$ cat config.mk
export PLATFORM = sky130hd
export DESIGN_NAME = byte_serial_add_ctrl
export DESIGN_NICKNAME = d
export VERILOG_FILES = /design/src/rtl/byte_serial_add_ctrl.sv
export SDC_FILE = /design/constraint.sdc
export NUM_CORES = 1
export LEC_CHECK = 0
export BUFFER_PORTS_ARGS = -buffer_cell sky130_fd_sc_hd__buf_2
export CELL_PAD_IN_SITES_DETAIL_PLACEMENT = 0
export CELL_PAD_IN_SITES_GLOBAL_PLACEMENT = 2
export CORE_ASPECT_RATIO = 0.6
export CORE_MARGIN = 8
export CORE_UTILIZATION = 31
export DETAILED_ROUTE_END_ITERATION = 8
export PLACE_DENSITY_LB_ADDON = 0.1
export SYNTH_ARGS = -nofsm -noshare
export SYNTH_HDL_FRONTEND = slang
export SYNTH_SLANG_ARGS = --single-unit
$ cat constraint.sdc
create_clock -name clk -period 2.04 [get_ports clk]
set_input_delay 0.204 -clock clk [delete_from_list [all_inputs] [get_ports clk]]
set_output_delay 0.204 -clock clk [all_outputs]
set_load 0.02 [all_outputs]
$ cat src/rtl/byte_serial_add_ctrl.sv
// Byte-serial 32-bit add/subtract sequencer driving a shared external 8-bit adder slice.
// Four steps LSB first, registered inter-byte carry, result held on a valid/ready port.
module byte_serial_add_ctrl (
  input  logic        clk,
  input  logic        rst_n,
  input  logic        in_valid,
  output logic        in_ready,
  input  logic        op_sub,
  input  logic [31:0] op_a,
  input  logic [31:0] op_b,
  output logic [7:0]  slice_a,
  output logic [7:0]  slice_b,
  output logic        slice_cin,
  input  logic [7:0]  slice_s,
  input  logic        slice_cout,
  output logic        out_valid,
  input  logic        out_ready,
  output logic [31:0] result,
  output logic        carry_out,
  output logic        overflow,
  output logic [1:0]  dbg_state
);

  // Handshakes: a transfer happens on a rising edge where valid & ready are both high;
  // valid is never withdrawn by the producer and ready does not depend on valid.
  localparam logic [1:0] IDLE = 2'd0;
  localparam logic [1:0] RUN  = 2'd1;
  localparam logic [1:0] DONE = 2'd2;

  logic [1:0]  state;
  logic [1:0]  idx;
  logic [31:0] a_r;
  logic [31:0] b_r;
  logic        sub_r;
  logic        carry_r;
  logic [31:0] res_r;
  logic        cout_r;
  logic        ovf_r;

  logic        accept;
  logic        run_last;

  assign accept   = (state == IDLE) && in_valid;
  assign run_last = (state == RUN) && (idx == 2'd3);

  always_ff @(posedge clk or negedge rst_n) begin
    if (!rst_n) begin
      state   <= IDLE;
      idx     <= 2'd0;
      a_r     <= 32'd0;
      b_r     <= 32'd0;
      sub_r   <= 1'b0;
      carry_r <= 1'b0;
      res_r   <= 32'd0;
      cout_r  <= 1'b0;
      ovf_r   <= 1'b0;
    end else begin
      case (state)
        IDLE: begin
          if (accept) begin
            a_r     <= op_a;
            // B is stored pre-inverted for subtract; the +1 enters as the step-0 carry-in.
            b_r     <= op_sub ? ~op_b : op_b;
            sub_r   <= op_sub;
            carry_r <= 1'b0;
            res_r   <= 32'd0;
            idx     <= 2'd0;
            state   <= RUN;
          end
        end
        RUN: begin
          res_r[{idx, 3'b000} +: 8] <= slice_s;
          carry_r <= slice_cout;
          idx     <= idx + 2'd1;
          if (run_last) begin
            cout_r <= slice_cout;
            ovf_r  <= (a_r[31] == b_r[31]) && (slice_s[7] != a_r[31]);
            state  <= DONE;
          end
        end
        DONE: begin
          if (out_ready) begin
            state <= IDLE;
          end
        end
        default: state <= IDLE;
      endcase
    end
  end

  always_comb begin
    slice_a   = 8'd0;
    slice_b   = 8'd0;
    slice_cin = 1'b0;
    if (state == RUN) begin
      slice_a   = a_r[{idx, 3'b000} +: 8];
      slice_b   = b_r[{idx, 3'b000} +: 8];
      slice_cin = (idx == 2'd0) ? sub_r : carry_r;
    end
  end

  assign in_ready  = (state == IDLE);
  assign out_valid = (state == DONE);
  assign result    = res_r;
  assign carry_out = cout_r;
  assign overflow  = ovf_r;
  assign dbg_state = state;

endmodule

==> out/qor.csv, run 1 <==
stage;metric;value;unit
timing;post-route-period-util;0.971;
run;drv.max_cap_violation_count;0;
clock_network;tritoncts.num_buffers;9;
yosys;synthXorXnorAreaFrac;0.0584;
hold_path;hold_path_startpoint;out_ready;
die;std_cell_rows;35;
drt;detail_route.vias_per_cell;4.63;
placed_design;place.detailed.instances;693;
pwr;power.static_leakage;2.79;nW
drt;wire_per_inst;17.2;um
die;die_area;0.0198;sq mm
setup_path;cp.arrival;1.78;ns
setup_path;crit_path_max_fanout;14;
die;floorplan.initialDensity;0.315;
yosys;post_synth_inst_count;369;
global_route;globalRouteOverflowTotal;0;
yosys;muxShareOfSynthArea;0.159;
finish;fillerInstances;1519;
run_status;run_status;finished, final reports clean;
setup_path;crit_path_start;idx[0]$_DFFE_PN0P_;
yosys;synth_compound_gate_area_share;0.106;
hold_path;hold_path_class;input port to flip-flop;
clock_network;clk_root_buffer_cell;clkbuf_16;
clock_network;htree_levels;3;
clock_network;post-cts-setup-buffer-count;0;
clock_network;cts_max_path_buffers;2;
timing;final.hold.worst_slack;0.0428;ns
timing;finClkSkew;0.00735;ns
timing;worst_slew_margin_rel;0.644;
yosys;ys_seq_elements;104;
global_route;maximum_number_of_pins_on_one_net_before_global_route_repair;72;
clock_network;clkSinkCount;104;
timing;final-hold-violation-count;0;
clock_network;clk_transition_reported_paths;0.07;ns
yosys;ys_types;29;
finish;number_of_cells_in_the_finished_layout_apart_from_fillers;710;
yosys;synth_enable_flop_cells;0;
global_route;antenna_found_initial;0;
setup_path;timing.critical_path.to_type;primary output;
die;die_w;177;um
yosys;synth-seq-area-share;0.542;
drt;drc;0;
timing;post-route-min-period;1.98;ns
clock_network;worstSkewPairLatency;0.35;ns
drt;wirelength;12200;um
finish;antenna_cells_inserted;0;
global_route;number_of_global_route_vias_before_repair;3614;
yosys;yosys_warnings;0;
yosys;syn_area_per_cell;13.0;sq um
timing;rsz0062_at_grt;yes;
global_route;grtUsageTotal;0.125;
drt;detailedRoute.firstIterationViolations;103;
timing;timing.final.setup_violations;0;
finish;postLayoutCoreUtil;0.397;
placed_design;detailedPlacementHpwl;8930;um
finish;finalNetCount;586;
die;die_h;112;um
drt;antenna_violating_nets_post_route;0;
yosys;synth_fp_nets;453;
setup_path;path_class;flip-flop to primary output;
pwr;pwr_density_cell;1600;mW/mm^2
placed_design;place.port_buffers;132;
finish;synthToLayoutAreaGrowth;26.0;%
timing;drv_slew;0;
die;ios;133;
drt;vias;3288;
timing;totalNegativeSetupSlack;0;ns
drt;firstDrtPassIters;4;
yosys;synth_simple_gate_area_share;0.0866;
setup_path;worst_ep_required_time;1.84;ns
clock_network;tritoncts;yes;
finish;drive_above_1_share;0.442;
global_route;first_pass_grt_wire_length;19800;um
yosys;ys_dominant_reg_cell;dfrtp_1;
pwr;power.ir.vdd_worst;0.491;mV
placed_design;dpl-instance-area;0.00572;sq mm
timing;max_freq;505;MHz
die;coreArea;0.0152;sq mm
timing;worst_pin_slew;0.534;ns
yosys;yosys.area_share.adder;0.0156;
setup_path;crit-reg2reg-launch;dbg_state[1]$_DFFE_PN0P_;
setup_path;startpoint_type_of_the_worst_setup_path;flip-flop;
finish;post-route-cell-area;0.00605;sq mm
yosys;total_standard_cell_area_after_synthesis;0.00480;sq mm
yosys;ys_async_sr_fraction;1.00;
placed_design;gp_congestion;0.691;
yosys;largest_family_of_logic_cells_by_synthesized_area;multiplexers;
## synthesized netlist by cell type, types with 2 or more instances
master	instances	area, sq um
dfrtp_1	104	2600
a21o_1	4	30.0
mux4_2	16	360
a22o_1	32	280
nor4_4	2	42.5
xnor2_1	32	280
nor2_1	34	128
o21ai_0	3	15.0
a21oi_1	32	160
inv_1	4	15.0
ha_1	6	75.1
buf_2	15	75.1
mux2_2	35	394
clkbuf_1	3	11.3
buf_4	4	30.0
nand2b_1	4	25.0
nand2_1	11	41.3
and2_1	16	100
buf_6	2	22.5
## placed cells by master (no fill, tap or decap), drive strengths merged, types with 9 or more instances in the layout
master / n
mux2: 35
dfrtp: 104
a22o: 32
clkbuf: 9
a21oi: 32
buf: 145
xnor2: 32
nand2: 11
nor2: 34
mux4: 16
and2: 16
## through the flow
| step | power [mW] | worst slack [ns] |
|---|---|---|
| after global routing | 10.3 | -0.0153 |
| after detailed placement | 8.00 | 0.282 |
| after floorplan | 6.61 | 0.0973 |
| after CTS | 9.74 | 0.00369 |
| after global placement | 7.96 | 0.315 |
| final | 9.66 | 0.0583 |
## state kept, by name, summed over array words and instances (netlist names)
register / cells
a_r: 32
carry_out: 1
sub_r: 1
overflow: 1
b_r: 32
idx: 2
result: 32
carry_r: 1
dbg_state: 2
## where the power goes
part	internal, mW	switching, mW	total, mW	leakage (nW)
combinational	2.13	2.38	4.50	1.39
clock	0.852	0.820	1.67	0.139
sequential	2.95	0.533	3.48	1.26
total	5.93	3.73	9.66	2.79
## final cells by class
cell class	count	area (sq um)	share of cell area
clock inverters	7	62.6	0.0103
well taps	203	254	0.0420
repair buffers	146	827	0.137
flip-flops and latches	104	2610	0.431
clock buffers	9	225	0.0372
inverters	4	15.0	0.00248
multi-input cells	237	2060	0.340
## logic make-up after synthesis
| logic type | Yosys count |
|---|---|
| DFF | 104 |
| AOI/OAI and AO/OA | 74 |
| and+or+nand+nor | 73 |
| muxes | 52 |
| xor gates and xnor gates | 32 |
| buffers and inverters | 28 |
| adders and majority gates | 6 |
## worst paths after layout
path | to | slack [ns] | cells past startpoint
setup reg to reg | b_r[31]$_DFFE_PN0P_ | 0.31 | 5
hold / removal | dbg_state[1]$_DFFE_PN0P_ | 0.04 | 2
setup / recovery | slice_b[0] | 0.06 | 4
hold reg to reg | result[15]$_DFFE_PN0P_ | 0.50 | 1
min in group asynchronous | a_r[29]$_DFFE_PN0P_ | 0.33 | 2
max in group asynchronous | dbg_state[0]$_DFFE_PN0P_ | 1.01 | 3
## repair_timing
item,in CTS,in global routing
endpoints found under the setup margin,5,8
hold buffers,1,0
resized for setup,1,9
endpoints found under the hold margin,31,0
## routing by layer
metal	share of wire	routed length (um)	global-route usage
met5	0	0	0
met1	0.50	6100	0.174
met4	0.0093	114	0.0318
met3	0.054	665	0.0372
met2	0.44	5370	0.186
## worst max-delay path: stages (launching register included)
cell	delay, ns
dfrtp_2	0.41
buf_12	0.19
mux4_2	0.50
and2_1	0.18
buf_2	0.16
Note: power is estimated with default switching activity, not from simulation.
==> run 2, diff against run 1 <==
--- a/config.mk
+++ b/config.mk
@@ -14,4 +14,5 @@
 export DETAILED_ROUTE_END_ITERATION = 8
 export PLACE_DENSITY_LB_ADDON = 0.1
+export RECOVER_POWER = 25
 export SYNTH_ARGS = -nofsm -noshare
 export SYNTH_HDL_FRONTEND = slang
==> constraint.sdc (replaced) <==
create_clock -name clk -period 2.04 [get_ports clk]
set_input_delay 0.204 -clock clk [delete_from_list [all_inputs] [get_ports clk]]
set_output_delay 0.204 -clock clk [all_outputs]
set_load 0.05 [all_outputs]
==> run 2 against run 1 <==
Global-route usage increased by 0.72 points. Clock skew decreased by 0.00076 ns. Design area grew 3.6%. Sequential share of layout area decreased by 1.5 points. Fmax fell by 0.23%. Wire length grew 5.6%. Sequential cell count stayed put. Worst hold slack gained 0.0080 ns. Sequential power about the same. First-iteration DRC count up 81%. Critical path type unchanged. Critical endpoint is now slice_a[0]. Largest cell class unchanged. Largest power group unchanged.
==> out/qor.csv, run 2 (synthesis gave the netlist of run 1 again) <==
stage;metric;value;unit
run_status;run_status;finished, final reports clean;
timing;worst_slew_margin_rel;0.437;
pwr;power.switching;5.15;mW
drt;detailedRoute.firstIterationViolations;186;
pwr;pwr-share-comb;0.555;
timing;post-route-period-util;0.974;
hold_path;hold_path_startpoint;out_ready;
drt;detail_route.vias_per_cell;4.65;
pwr;pwr_density_cell;1880;mW/mm^2
drt;wirelength;12900;um
drt;vias;3313;
setup_path;startpoint_type_of_the_worst_setup_path;flip-flop;
global_route;number_of_global_route_vias_before_repair;3726;
global_route;use_met2;0.195;
global_route;grt-busiest-layer;met2;
timing;drv_slew;0;
finish;finalNetCount;589;
finish;most_common_cell_after_layout_fill_and_taps_aside;buf_2;
clock_network;clk_root_buffer_cell;clkbuf_16;
clock_network;tritoncts.num_buffers;9;
hold_path;hold_path_class;input port to flip-flop;
timing;final-hold-violation-count;0;
pwr;power.static_leakage;2.88;nW
finish;synthToLayoutAreaGrowth;30.5;%
drt;antenna_violating_nets_post_route;0;
pwr;seqPwrFrac;0.297;
drt;wire_per_inst;18.1;um
die;floorplan.initialDensity;0.315;
timing;worst_pin_slew;0.844;ns
finish;mostFrequentLayoutCells;buf_2, dfrtp_1, mux2_2;
pwr;total_power;11.8;mW
setup_path;crit-reg2reg-launch;idx[0]$_DFFE_PN0P_;
die;die_area;0.0198;sq mm
timing;max_freq;503;MHz
clock_network;clk_transition_reported_paths;0.07;ns
placed_design;detailedPlacementHpwl;9240;um
finish;antenna_cells_inserted;0;
setup_path;cp.arrival;1.78;ns
global_route;maximum_number_of_pins_on_one_net_before_global_route_repair;65;
timing;timing.final.setup_violations;0;
clock_network;tritoncts;yes;
clock_network;cts_max_path_buffers;2;
setup_path;path_class;flip-flop to primary output;
placed_design;place.detailed.instances;695;
finish;number_of_cells_in_the_finished_layout_apart_from_fillers;713;
setup_path;crit_path_max_fanout;4;
global_route;first_pass_grt_wire_length;20700;um
placed_design;gp_congestion;0.714;
setup_path;timing.critical_path.to_type;primary output;
global_route;routing_usage_on_met3;0.0530;
pwr;switching_share;0.437;
pwr;power.ir.vdd_worst;0.797;mV
pwr;power_frac_clock;0.148;
placed_design;dp_worst_setup_slack;0.283;ns
placed_design;place.port_buffers;132;
timing;rsz0062_at_grt;yes;
global_route;grtUsageMet1;0.176;
timing;totalNegativeSetupSlack;0;ns
run;drv.max_cap_violation_count;0;
die;coreArea;0.0152;sq mm
global_route;grtUsageTotal;0.132;
drt;drc;0;
die;std_cell_rows;35;
pwr;internal-power;6.63;mW
timing;worst_slack;0.0538;ns
timing;finClkSkew;0.00659;ns
global_route;antenna_found_initial;1;
clock_network;htree_levels;3;
clock_network;clkSinkCount;104;
clock_network;worstSkewPairLatency;0.35;ns
drt;firstDrtPassIters;4;
timing;post-route-min-period;1.99;ns
global_route;globalRouteOverflowTotal;0;
finish;drive_above_1_share;0.475;
setup_path;crit_path_start;idx[0]$_DFFE_PN0P_;
setup_path;worst_ep_required_time;1.84;ns
die;die_w;177;um
die;die_h;112;um
die;ios;133;
[run 2: stage by stage]
step,utilization,area (sq um),hold slack (ns)
after floorplan,-,4810,-0.0916
after global placement,0.378,5760,0.176
after detailed placement,0.378,5760,0.187
after CTS,0.404,6150,0.0372
after global routing,0.411,6260,0.0364
final,0.411,6260,0.0508
[run 2: path summary, 6_finish.rpt]
path                                       endpoint  slack, ns  cells after the start
max                                      slice_a[0]       0.05                      4
min                        dbg_state[1]$_DFFE_PN0P_       0.05                      2
max reg2reg                  result[14]$_DFFE_PN0P_       0.26                      5
min reg2reg                   result[3]$_DFFE_PN0P_       0.50                      1
max in group asynchronous        b_r[4]$_DFFE_PN0P_       0.34                      3
min in group asynchronous       a_r[29]$_DFFE_PN0P_       0.49                      2
[run 2: layout make-up]
| class | instances | area [sq um] |
|---|---|---|
| Inverter | 4 | 15.0 |
| Multi-Input combinational cell | 237 | 2090 |
| Timing Repair Buffer | 149 | 995 |
| Tap cell | 203 | 254 |
| Clock inverter | 6 | 62.6 |
| Fill cell | 1503 | 8980 |
| Sequential cell | 104 | 2610 |
| Clock buffer | 10 | 239 |
[run 2: power by group through the flow]
stage / clock [mW] / combinational, mW / sequential (mW)
detailed placement: 0 / 5.77 / 3.51
global route: 1.89 / 6.97 / 3.63
CTS: 1.81 / 6.05 / 3.51
global placement: 0 / 5.73 / 3.51
floorplan: 0 / 3.77 / 4.04
finish: 1.74 / 6.54 / 3.50
[run 2: metal layers]
layer | part of all wire | wire length, um
met2 | 0.43 | 5610
met5 | 0.0013 | 17
met1 | 0.47 | 6030
met4 | 0.0098 | 127
met3 | 0.088 | 1140
[run 2: what timing repair did]
action	4_1_cts	5_1_grt
setup endpoints to repair	13	17
buffers inserted	1	0
hold buffers	1	0
pin swaps	0	6
gates resized for setup	23	47
endpoints found under the hold margin	30	0
[run 2: critical path, stage by stage (launching register included)]
cell and delay (ns):
dfrtp_2 0.45, buf_6 0.15, mux4_2 0.48, and2_2 0.21, buf_6 0.15
